## src/rtl/cordic_fixedpoint_updatephase_seq.sv

```systemverilog
//-----------------------------------------------------------------------------
// Module  : cordic_fixedpoint_updatephase_seq
// Purpose : Sequential CORDIC phase-update engine. One micro-rotation per
//           cycle drives the residual angle z toward zero and records the
//           rotation direction chosen at each iteration.
// Ports   :
//   iClk            in   1   clock, rising edge
//   iReset          in   1   synchronous active-high reset
//   iStart          in   1   start request, sampled only in IDLE
//   iPhase_target   in  21   signed target angle, captured on start
//   iHold           in   1   freezes iteration while high
//   oAddr_theta     out  4   theta ROM address (iteration index in ITER)
//   iTheta_value    in  21   signed ROM data for oAddr_theta, same cycle
//   oDir            out 16   direction bits, bit i = iteration i (1 = sub)
//   oDir_valid      out  1   one pulse per executed iteration
//   oPhase_residual out 21   current residual angle z
//   oBusy           out  1   high outside IDLE
//   oDone           out  1   single-cycle completion pulse
// Config  : define CORDIC_UPDATEPHASE_SAT_EN to saturate z on overflow
//           instead of wrapping modulo 2^21.
// Rev     : 1.0  initial release
//-----------------------------------------------------------------------------
`default_nettype none

module cordic_fixedpoint_updatephase_seq #(
  parameter int NUM_ITER = 16
) (
  input  logic        iClk,
  input  logic        iReset,
  input  logic        iStart,
  input  logic [20:0] iPhase_target,
  input  logic        iHold,
  output logic [3:0]  oAddr_theta,
  input  logic [20:0] iTheta_value,
  output logic [15:0] oDir,
  output logic        oDir_valid,
  output logic [20:0] oPhase_residual,
  output logic        oBusy,
  output logic        oDone
);

  typedef enum logic [1:0] {
    IDLE = 2'd0,
    ITER = 2'd1,
    DONE = 2'd2
  } state_t;

  localparam logic [3:0] LAST_ITER = 4'(NUM_ITER - 1);

  state_t      state;
  logic [3:0]  cnt;
  logic [20:0] z;
  logic        dir_bit;
  logic [20:0] z_next;

  // Rotate toward zero: subtract while z is non-negative.
  assign dir_bit = ~z[20];

`ifdef CORDIC_UPDATEPHASE_SAT_EN
  logic [21:0] sum_ext;

  // One guard bit: overflow shows as the top two bits disagreeing, and the
  // guard bit then carries the true sign of the result.
  always_comb begin
    sum_ext = dir_bit ? ({z[20], z} - {iTheta_value[20], iTheta_value})
                      : ({z[20], z} + {iTheta_value[20], iTheta_value});
    if (sum_ext[21] != sum_ext[20])
      z_next = sum_ext[21] ? 21'h100000 : 21'h0FFFFF;
    else
      z_next = sum_ext[20:0];
  end
`else
  assign z_next = dir_bit ? (z - iTheta_value) : (z + iTheta_value);
`endif

  assign oAddr_theta     = (state == ITER) ? cnt : 4'd0;
  assign oPhase_residual = z;

  always_ff @(posedge iClk) begin
    if (iReset) begin
      state      <= IDLE;
      cnt        <= 4'd0;
      z          <= 21'd0;
      oDir       <= 16'd0;
      oDir_valid <= 1'b0;
      oDone      <= 1'b0;
      oBusy      <= 1'b0;
    end else begin
      oDir_valid <= 1'b0;
      oDone      <= 1'b0;
      case (state)
        IDLE: begin
          if (iStart) begin
            z     <= iPhase_target;
            cnt   <= 4'd0;
            oDir  <= 16'd0;
            oBusy <= 1'b1;
            state <= ITER;
          end
        end
        ITER: begin
          if (!iHold) begin
            z          <= z_next;
            oDir[cnt]  <= dir_bit;
            oDir_valid <= 1'b1;
            // Counter parks on the last index rather than wrapping; the
            // next start reloads it.
            if (cnt == LAST_ITER) begin
              oDone <= 1'b1;
              state <= DONE;
            end else begin
              cnt <= cnt + 4'd1;
            end
          end
        end
        DONE: begin
          oBusy <= 1'b0;
          state <= IDLE;
        end
        default: begin
          oBusy <= 1'b0;
          state <= IDLE;
        end
      endcase
    end
  end

endmodule

`default_nettype wire
```

## config.mk

```make
export PLATFORM = sky130hd
export DESIGN_NAME = cordic_fixedpoint_updatephase_seq
export DESIGN_NICKNAME = d
export VERILOG_FILES = /design/src/rtl/cordic_fixedpoint_updatephase_seq.sv
export SDC_FILE = /design/constraint.sdc
export NUM_CORES = 1
export LEC_CHECK = 0
export CORE_UTILIZATION = 30
export CTS_CLUSTER_DIAMETER = 120
export DETAILED_ROUTE_END_ITERATION = 7
export HOLD_SLACK_MARGIN = 0.15
export PLACE_DENSITY = 0.64
export SLEW_MARGIN = 40
export SYNTH_ARGS = -nofsm -noshare
export SYNTH_HDL_FRONTEND = slang
export SYNTH_SLANG_ARGS = --single-unit
```

## constraint.sdc

```tcl
create_clock -name iClk -period 4.6 [get_ports iClk]
set_clock_uncertainty 0.05 [all_clocks]
set_input_delay 0.92 -clock iClk [delete_from_list [all_inputs] [get_ports iClk]]
set_output_delay 0.92 -clock iClk [all_outputs]
set_load 0.05 [all_outputs]
```

Yosys cells after proc, flatten, opt, wreduce, memory -nomap -nowiden
Cells that the tools add are included.
Widths: inputs -> output; s select.
{ "op_classes": {"eq_ne": 6, "addsub": 3, "bitwise_logic": 2, "order_cmp": 2, "muxes": 23, "n_reduce_logical": 9} }
{ "ops": {"columns": ["op", "n"], "rows": [
  ["$mux 21", 3],
  ["$pmux 21 s2", 1],
  ["$mux 16", 2],
  ["$pmux 16 s2", 1],
  ["$add 21x21->21", 1],
  ["$sub 21x21->21", 1],
  ["$bwmux 16", 1],
  ["$mux 4", 4],
  ["$pmux 4 s2", 1],
  ["$mux 2", 3],
  ["$ne 2x2->1 const B", 3],
  ["$reduce_and 3->1", 2],
  ["$lt 4x5->1 const B", 1],
  ["$add 4x1->4 const B", 1],
  ["$demux 1 s4", 1],
  ["$eq 4x4->1 const B", 1],
  ["$ge 4x1->1 const B", 1],
  ["$mux 1", 4],
  ["$pmux 2 s2", 1],
  ["$reduce_and 4->1", 1],
  ["$reduce_or 3->1", 1],
  ["$eq 2x1->1 const B", 1],
  ["$logic_not 2->1", 1],
  ["$ne 2x1->1 const B", 1],
  ["6 further kinds", 7]
]} }
{ "totals": {"register_bits": 46, "out_inout_bits": 44} }

Depth between registers and ports, before layout
{ "logic_depth": {"depth_word": 7, "depth_mapped": 15, "depth_no_buf": 15} }

Worst setup path before layout
Ideal clock, no wire load.
{ "synth_path": {"path_type": "input-to-reg", "from": "input port iTheta_value[0]", "to": "register z[20], in the netlist oPhase_residual[20]", "required_time_ns": 4.464, "slack_ns": 0.896, "path_stages": 12, "t_arrival_ns": 3.568, "cell_sequence": "or4_1 nor4_2 a21oi_1 xor2_1 ha_1 nand4_1 or2_0 o221a_4 o21ai_1 o21ai_2 xnor2_1 a221oi_2"} }
{ "synth_via": {"elab_chain_cells": 4, "elab_cells_between_ends": 5, "cone_classes": "add/sub: 2; mux: 3"} }
{ "synth_rtl": {"columns": ["element", "line_no", "source"], "rows": [
  ["start, declared", "34", "input logic [20:0] iTheta_value,"],
  ["$sub 21x21->21 / $add 21x21->21 (equally long branches)", "73", "assign z_next = dir_bit ? (z - iTheta_value) : (z + iTheta_value);"],
  ["$mux 21 (*)", "73", null],
  ["$mux 21 (*)", "102", "if (!iHold) begin"],
  ["$pmux 21 s2 (*)", "91", "case (state)"],
  ["end signal, assigned", "94", "z <= iPhase_target;"],
  ["end signal, assigned", "103", "z <= z_next;"],
  ["end, declared", "52", "logic [20:0] z;"]
]} }
Every way passes the cells marked *; elsewhere a longest branch is shown, timed or not. The select of a mux whose other input is x is not followed.
A chain may end at the register's enable or synchronous reset.

Final worst setup path
Ends and elaborated chain as after synthesis.

==> impl_metrics.json <==
{
  "syn_inst": 450,
  "cpPeakStageDelay_ns": 0.60,
  "grt_overflow_total": 0,
  "met2_length_um": 5394,
  "yosys.area_share.simple_pct": 18.71,
  "status": "finished clean",
  "min_from": "oBusy$_SDFFE_PP0P_",
  "synth_most_common_cell": "a21oi_1",
  "startpoint": "iTheta_value[0]",
  "yosys.area.top_type": "dfxtp_1",
  "cpMostUsedCell": "a21o_1",
  "routed-wl-met3_um": 665,
  "worstPathRequired_ns": 4.76,
  "ys_seq_area_share_pct": 26.03,
  "clk_pin_slew_ns": 0.07,
  "cts_setup_buffers": 0,
  "critPathMaxFanout": 7,
  "hold_buffers": 0,
  "die_w_um": 110.6,
  "arrival_ns": 4.40,
  "start_util_pct": 30.85,
  "io_buffers": 89,
  "cts_tree": "done",
  "r2r_setup_slack_ns": 1.67,
  "yosys.area.top_type_share_pct": 26.03,
  "fin_crit_ns": 4.243,
  "synthMuxAreaShare_pct": 1.061,
  "grt_pass1_vias": 3624,
  "placed_cells": 670,
  "power.density_nw_per_um2": 309.6,
  "ys_async_sr_fraction_pct": 0,
  "postLayoutSetupSlackWorst_ns": 0.3574,
  "drtIter0Drc": 186,
  "finalWirelength_um": 11400,
  "synth-compound-area-share_pct": 31.52,
  "maxCapViolCount": 0,
  "dp_hpwl_um": 8715,
  "r2r-start": "oPhase_residual[20]$_SDFFE_PP0P_",
  "clockRootBuffer": "clkbuf_16",
  "clock.fmax_mhz": 235.7,
  "drv_slew": 0,
  "synth_warnings": 0,
  "power_mw": 1.473,
  "cts_max_path_buffers": 2,
  "io_pins": 90,
  "fin_cells": 678,
  "die_h_um": 110.6,
  "nets": 608,
  "setup_tns_ns": 0,
  "synthAdderAreaFrac_pct": 10.12,
  "die-area_um2": 12230,
  "antenna_found_initial": 0,
  "cts_resized": 0,
  "clkLatencyLatePin_ns": 0.29,
  "cp_slowest_cell": "or4_1",
  "gp_congestion": 0.9301,
  "synth-seq-cells": 46,
  "cts_buffers": 5,
  "synth_top_family_by_area": "compound AO/OA/AOI/OAI gates",
  "top_layer": "met4",
  "wl_met1_um": 5051,
  "synth.distinct_cells": 55,
  "dr.pass1.iters": 4,
  "syn2layout_area_growth_pct": 34.49,
  "tightestPinTransition_ns": 0.6982,
  "path_class": "in2reg",
  "core_area_um2": 11470,
  "fin_hold_ws_ns": 0.4129,
  "num_antenna_cells": 0,
  "synthTopCellsByArea": "dfxtp_1 26%, ha_1 9.6%, a21oi_1 7.5%",
  "grt_max_degree": 41,
  "synth_area_per_cell_um2": 7.860,
  "synth.net_count": 524,
  "hold_class": "reg2reg",
  "cts_sinks": 46,
  "postLayoutCoreUtil_pct": 41.48,
  "fin_crit_sh_pct": 92.23,
  "rows": 39,
  "post-place-ws_ns": 0.05623,
  "grt_pass1_wl_um": 18290,
  "slew_headroom_pct": 53.40,
  "cp-start-kind": "input pin",
  "via_per_inst": 5.388,
  "rsz0062_at_grt": "no",
  "synth_commonest_cells": "53 x a21oi_1, 46 x dfxtp_1, 38 x nand2_1",
  "final_cell_area_um2": 4757,
  "synth-xor-area-share_pct": 8.666,
  "grtUsageTotal_pct": 18.44,
  "finalSetupViolCount": 0,
  "synth_flop_cell": "dfxtp_1",
  "drtAntennaViolNets": 0,
  "placed_cell_area_um2": 4608,
  "crit_path_cell_trace": "clkdlybuf4s50_1 > or4_1 > nor4_2 > buf_4 > and3_1 > a21oi_1 > xor2_1 > ha_1 > a21o_1 > a21o_1 > a211oi_1 > o21ai_1 > o21ai_2 > xnor2_1 > a221oi_2",
  "drive_above_1_share_pct": 8.224,
  "synthesis.area_um2": 3537,
  "remaining_drc_errors": 0,
  "vias": 3653,
  "wl_per_cell_um": 16.81,
  "htree_levels": 2,
  "critPathCaptureType": "flop",
  "hold_viol": 0,
  "synth_edf_count": 0,
  "leakagePower_nw": 1.766,
  "vdd_drop_max_uv": 167.5
}
-- sequential cells by signal (all words and copies together), names as in the netlist --
name,flops
oDir,16
cnt,4
oDir_valid,1
oDone,1
oBusy,1
state,2
oPhase_residual,21
-- worst max-delay path: cells and delay by family --
family / cells / cell delay (ns)
xor+xnor: 2 / 0.26
fa+ha+maj: 1 / 0.39
simple gates: 3 / 1.01
buf+inv: 2 / 0.65
compound gates: 7 / 1.15
-- path summary, 6_finish.rpt --
check	cells past startpoint	end
worst max register to register	9	oPhase_residual[18]$_SDFFE_PP0P_
worst min-delay path	2	oBusy$_SDFFE_PP0P_
worst min register to register	2	oBusy$_SDFFE_PP0P_
worst max-delay path	15	oPhase_residual[20]$_SDFFE_PP0P_
-- cell usage in the layout, fill, tap and decap left out, types with 13 or more instances in the layout --
master,Yosys,final
a21boi_0,16,16
a21oi_1,53,53
clkdlybuf4s50_1,0,89
dfxtp_1,46,46
ha_1,27,27
nand2_1,38,38
nand3_1,18,18
nor2_1,37,36
o21ai_0,33,33
o221ai_1,13,13
xnor2_1,16,16
xor2_1,19,19
-- power breakdown --
group / switching (mW) / internal, mW / leakage [nW]
clock: 0.174 / 0.204 / 0.0664
combinational: 0.383 / 0.263 / 1.32
sequential: 0.0269 / 0.421 / 0.376
total: 0.584 / 0.889 / 1.77
-- logic make-up (layout without fill, tap and decap cells) --
kind of cell	count (synthesis)	after routing
adder cells (fa/ha/maj)	28	28
XOR/XNOR	35	35
AO/OA/AOI/OAI	165	165
multiplexers	3	3
buffers and inverters	36	121
flip-flops	46	46
AND/OR/NAND/NOR	137	137
-- layer usage --
layer	vias up	track usage, %
li1	1818	-
met1	1689	23.19
met2	125	31.68
met3	21	3.348
met4	0	5.956
met5	-	0
-- final cells by class --
cell class                 instances  area [um2]
clock buffer                       5       125.1
clock inverter                     3       23.77
fill                            1181        6710
inverter                          12       45.04
multi-input combinational        368        2482
sequential                        46       920.9
tap                              143       178.9
timing repair buffer             101       980.9
Note: power is estimated with default switching activity, not from simulation.
==> RTL edit: new RTL, same flow settings <==
Register the output `oDir` once more, without a reset; this adds one clock of latency there. The other outputs are not delayed to match.
--- a/src/rtl/cordic_fixedpoint_updatephase_seq.sv
+++ b/src/rtl/cordic_fixedpoint_updatephase_seq.sv
@@ -47,6 +47,8 @@
 
   localparam logic [3:0] LAST_ITER = 4'(NUM_ITER - 1);
 
+  logic [15:0] oDir_s0;
+
   state_t      state;
   logic [3:0]  cnt;
   logic [20:0] z;
@@ -81,7 +83,7 @@
       state      <= IDLE;
       cnt        <= 4'd0;
       z          <= 21'd0;
-      oDir       <= 16'd0;
+      oDir_s0    <= 16'd0;
       oDir_valid <= 1'b0;
       oDone      <= 1'b0;
       oBusy      <= 1'b0;
@@ -93,7 +95,7 @@
           if (iStart) begin
             z     <= iPhase_target;
             cnt   <= 4'd0;
-            oDir  <= 16'd0;
+            oDir_s0 <= 16'd0;
             oBusy <= 1'b1;
             state <= ITER;
           end
@@ -101,7 +103,7 @@
         ITER: begin
           if (!iHold) begin
             z          <= z_next;
-            oDir[cnt]  <= dir_bit;
+            oDir_s0[cnt]  <= dir_bit;
             oDir_valid <= 1'b1;
             // Counter parks on the last index rather than wrapping; the
             // next start reloads it.
@@ -125,6 +127,10 @@
     end
   end
 
+  always_ff @(posedge iClk) begin
+    oDir <= oDir_s0;
+  end
+
 endmodule
 
 `default_nettype wire
Function: changed (a bounded check fails within 4 cycles, from zero or initial values and one cycle with iReset high).
==> RTL edit against the unedited design <==
Sequential share of layout area increased by 4.1 points; power grew 37%; wire length is 0.49% higher; synthesized cell count rose by 6.4%; area after synthesis up 8.3%; setup slack gained 0.077 ns; final area up 11%; clock power rose by 82%; sequential cell count rose by 16; critical path type unchanged.
==> RTL edit: results (changes against the unedited design) <==
Worst setup path
The data arrival time at the worst-slack endpoint came to 4.33 ns (was 4.40 ns). The delay contributed by the slowest stage of the critical path is 0.43 ns (was 0.60 ns). The setup slack of the most critical reg-to-reg path came to 1.36 ns (was 1.67 ns). The library cell contributing the largest single delay on the critical path is clkdlybuf4s50_1 (was or4_1). The maximum fanout along the worst path was 4 (was 7).

Hold path
The worst min-delay path endpoint is oDir[6] (was oBusy). The worst hold path depth is 0 (was 2). The worst min-delay path startpoint is oDir_s0[6] (was oBusy).

CTS
The insertion delay of the later-clocked pin in the worst-skew pair is 0.33 ns (was 0.29 ns). The clock sink count is 62 (was 46). The number of buffers created by CTS is 9 (was 5).

The number of H-tree levels is 3 (was 2).

Synthesis
The share of synthesized area occupied by flip-flops and latches is 32.4% (was 26.0%). The synthesized net count is 553 (was 524). Biggest area contributors in the synthesized netlist: dfxtp_1 (32%), ha_1 (8.8%), a21oi_1 (7.1%), nor2_1 (5.1%), xor2_1 (5.0%) (was dfxtp_1 (26%), ha_1 (9.6%), a21oi_1 (7.5%), xor2_1 (4.7%), o21ai_0 (4.7%)).

The synthesized instance count is 479 (was 450). The number of library cell types mapped by synthesis is 53 (was 55). Most used standard cells in the synthesized netlist: dfxtp_1 (62), a21oi_1 (54), nor2_1 (52) (was a21oi_1 (53), dfxtp_1 (46), nand2_1 (38)).

Timing
The slew of the pin with the lowest slew margin was 0.695 ns (was 0.698 ns).

Global routing
The global routing met2 resource utilization was 30.6% (was 31.7%). The global-route wire length before repair is 18.4 mm (was 18.3 mm). The fraction of met3 tracks used by global routing is 2.32% (was 3.35%). The met1 capacity usage during global routing is 23.0% (was 23.2%).

The total global-route track usage is 17.9% (was 18.4%).

Place
The total cell area at the placement stage is 4990 µm² (was 4610 µm²). The post-place setup slack is 0.146 ns (was 0.0562 ns). The weighted congestion at the end of routability-driven global placement is 0.885 (was 0.930). The cell total after placement is 732 (was 670).

Layout
The count of non-CTS buffers in the layout is 109 (was 101). The relative area change from synthesis to final layout was 38.3% (was 34.5%). The multi-input logic cell count is 382 (was 368). The clock network area share came to 5.69% (was 3.13%). The final layout net count is 649 (was 608). The sequential cell area in the final layout is 1240 µm² (was 921 µm²).

The fraction of area in non-clock buffers is 19.7% (was 20.6%). The area used by multi-input combinational logic is 2460 µm² (was 2480 µm²). The number of ordinary inverters in the final layout was 11 (was 12).

The number of fill cells is 1258 (was 1181). The count of clock buffers in the final design is 11 (was 5).

Drt
The number of DRC markers after the initial detailed-route iteration is 191 (was 186). The total length of routed met3 wires came to 552 µm (was 665 µm). The post-detailed-route wirelength per cell is 15.3 µm (was 16.8 µm). The total vias in the final route is 3827 (was 3653).

The number of iterations in the first detailed-routing pass is 5 (was 4). The routed length on met2 is 5.42 mm (was 5.39 mm).

Power and ir drop
The share of power burned in combinational logic is 36.6% (was 43.9%). The cell leakage power was 2.09 nW (was 1.77 nW). The share of total power consumed by net switching came to 35.2% (was 39.6%). The worst ir drop on vdd came to 159 µV (was 168 µV).

The total power was 2.02 mW (was 1.47 mW).

Status
Run status: finished clean (unchanged).
==> RTL edit: worst max-delay path by stage <==
stage                    start             endpoint  slack, ns
3_5_place_dp   iTheta_value[1]  oPhase_residual[20]       0.15
5_1_grt        iTheta_value[1]  oPhase_residual[20]       0.21
3_3_place_gp   iTheta_value[0]  oPhase_residual[20]       0.21
2_1_floorplan  iTheta_value[0]  oPhase_residual[20]       0.80
6_report       iTheta_value[1]  oPhase_residual[20]       0.43
4_1_cts        iTheta_value[1]  oPhase_residual[20]       0.47
==> RTL edit: cell families (layout without fill, tap and decap cells) <==
group           after synthesis  in the layout  share of synthesized area [%]
fa+ha+maj                    28             28                           9.34
buf+inv                      35            136                           3.43
mux                           8              8                           2.25
simple gates                160            160                           20.5
flops                        62             62                           32.4
xor+xnor                     33             33                           7.55
compound gates              153            153                           24.5
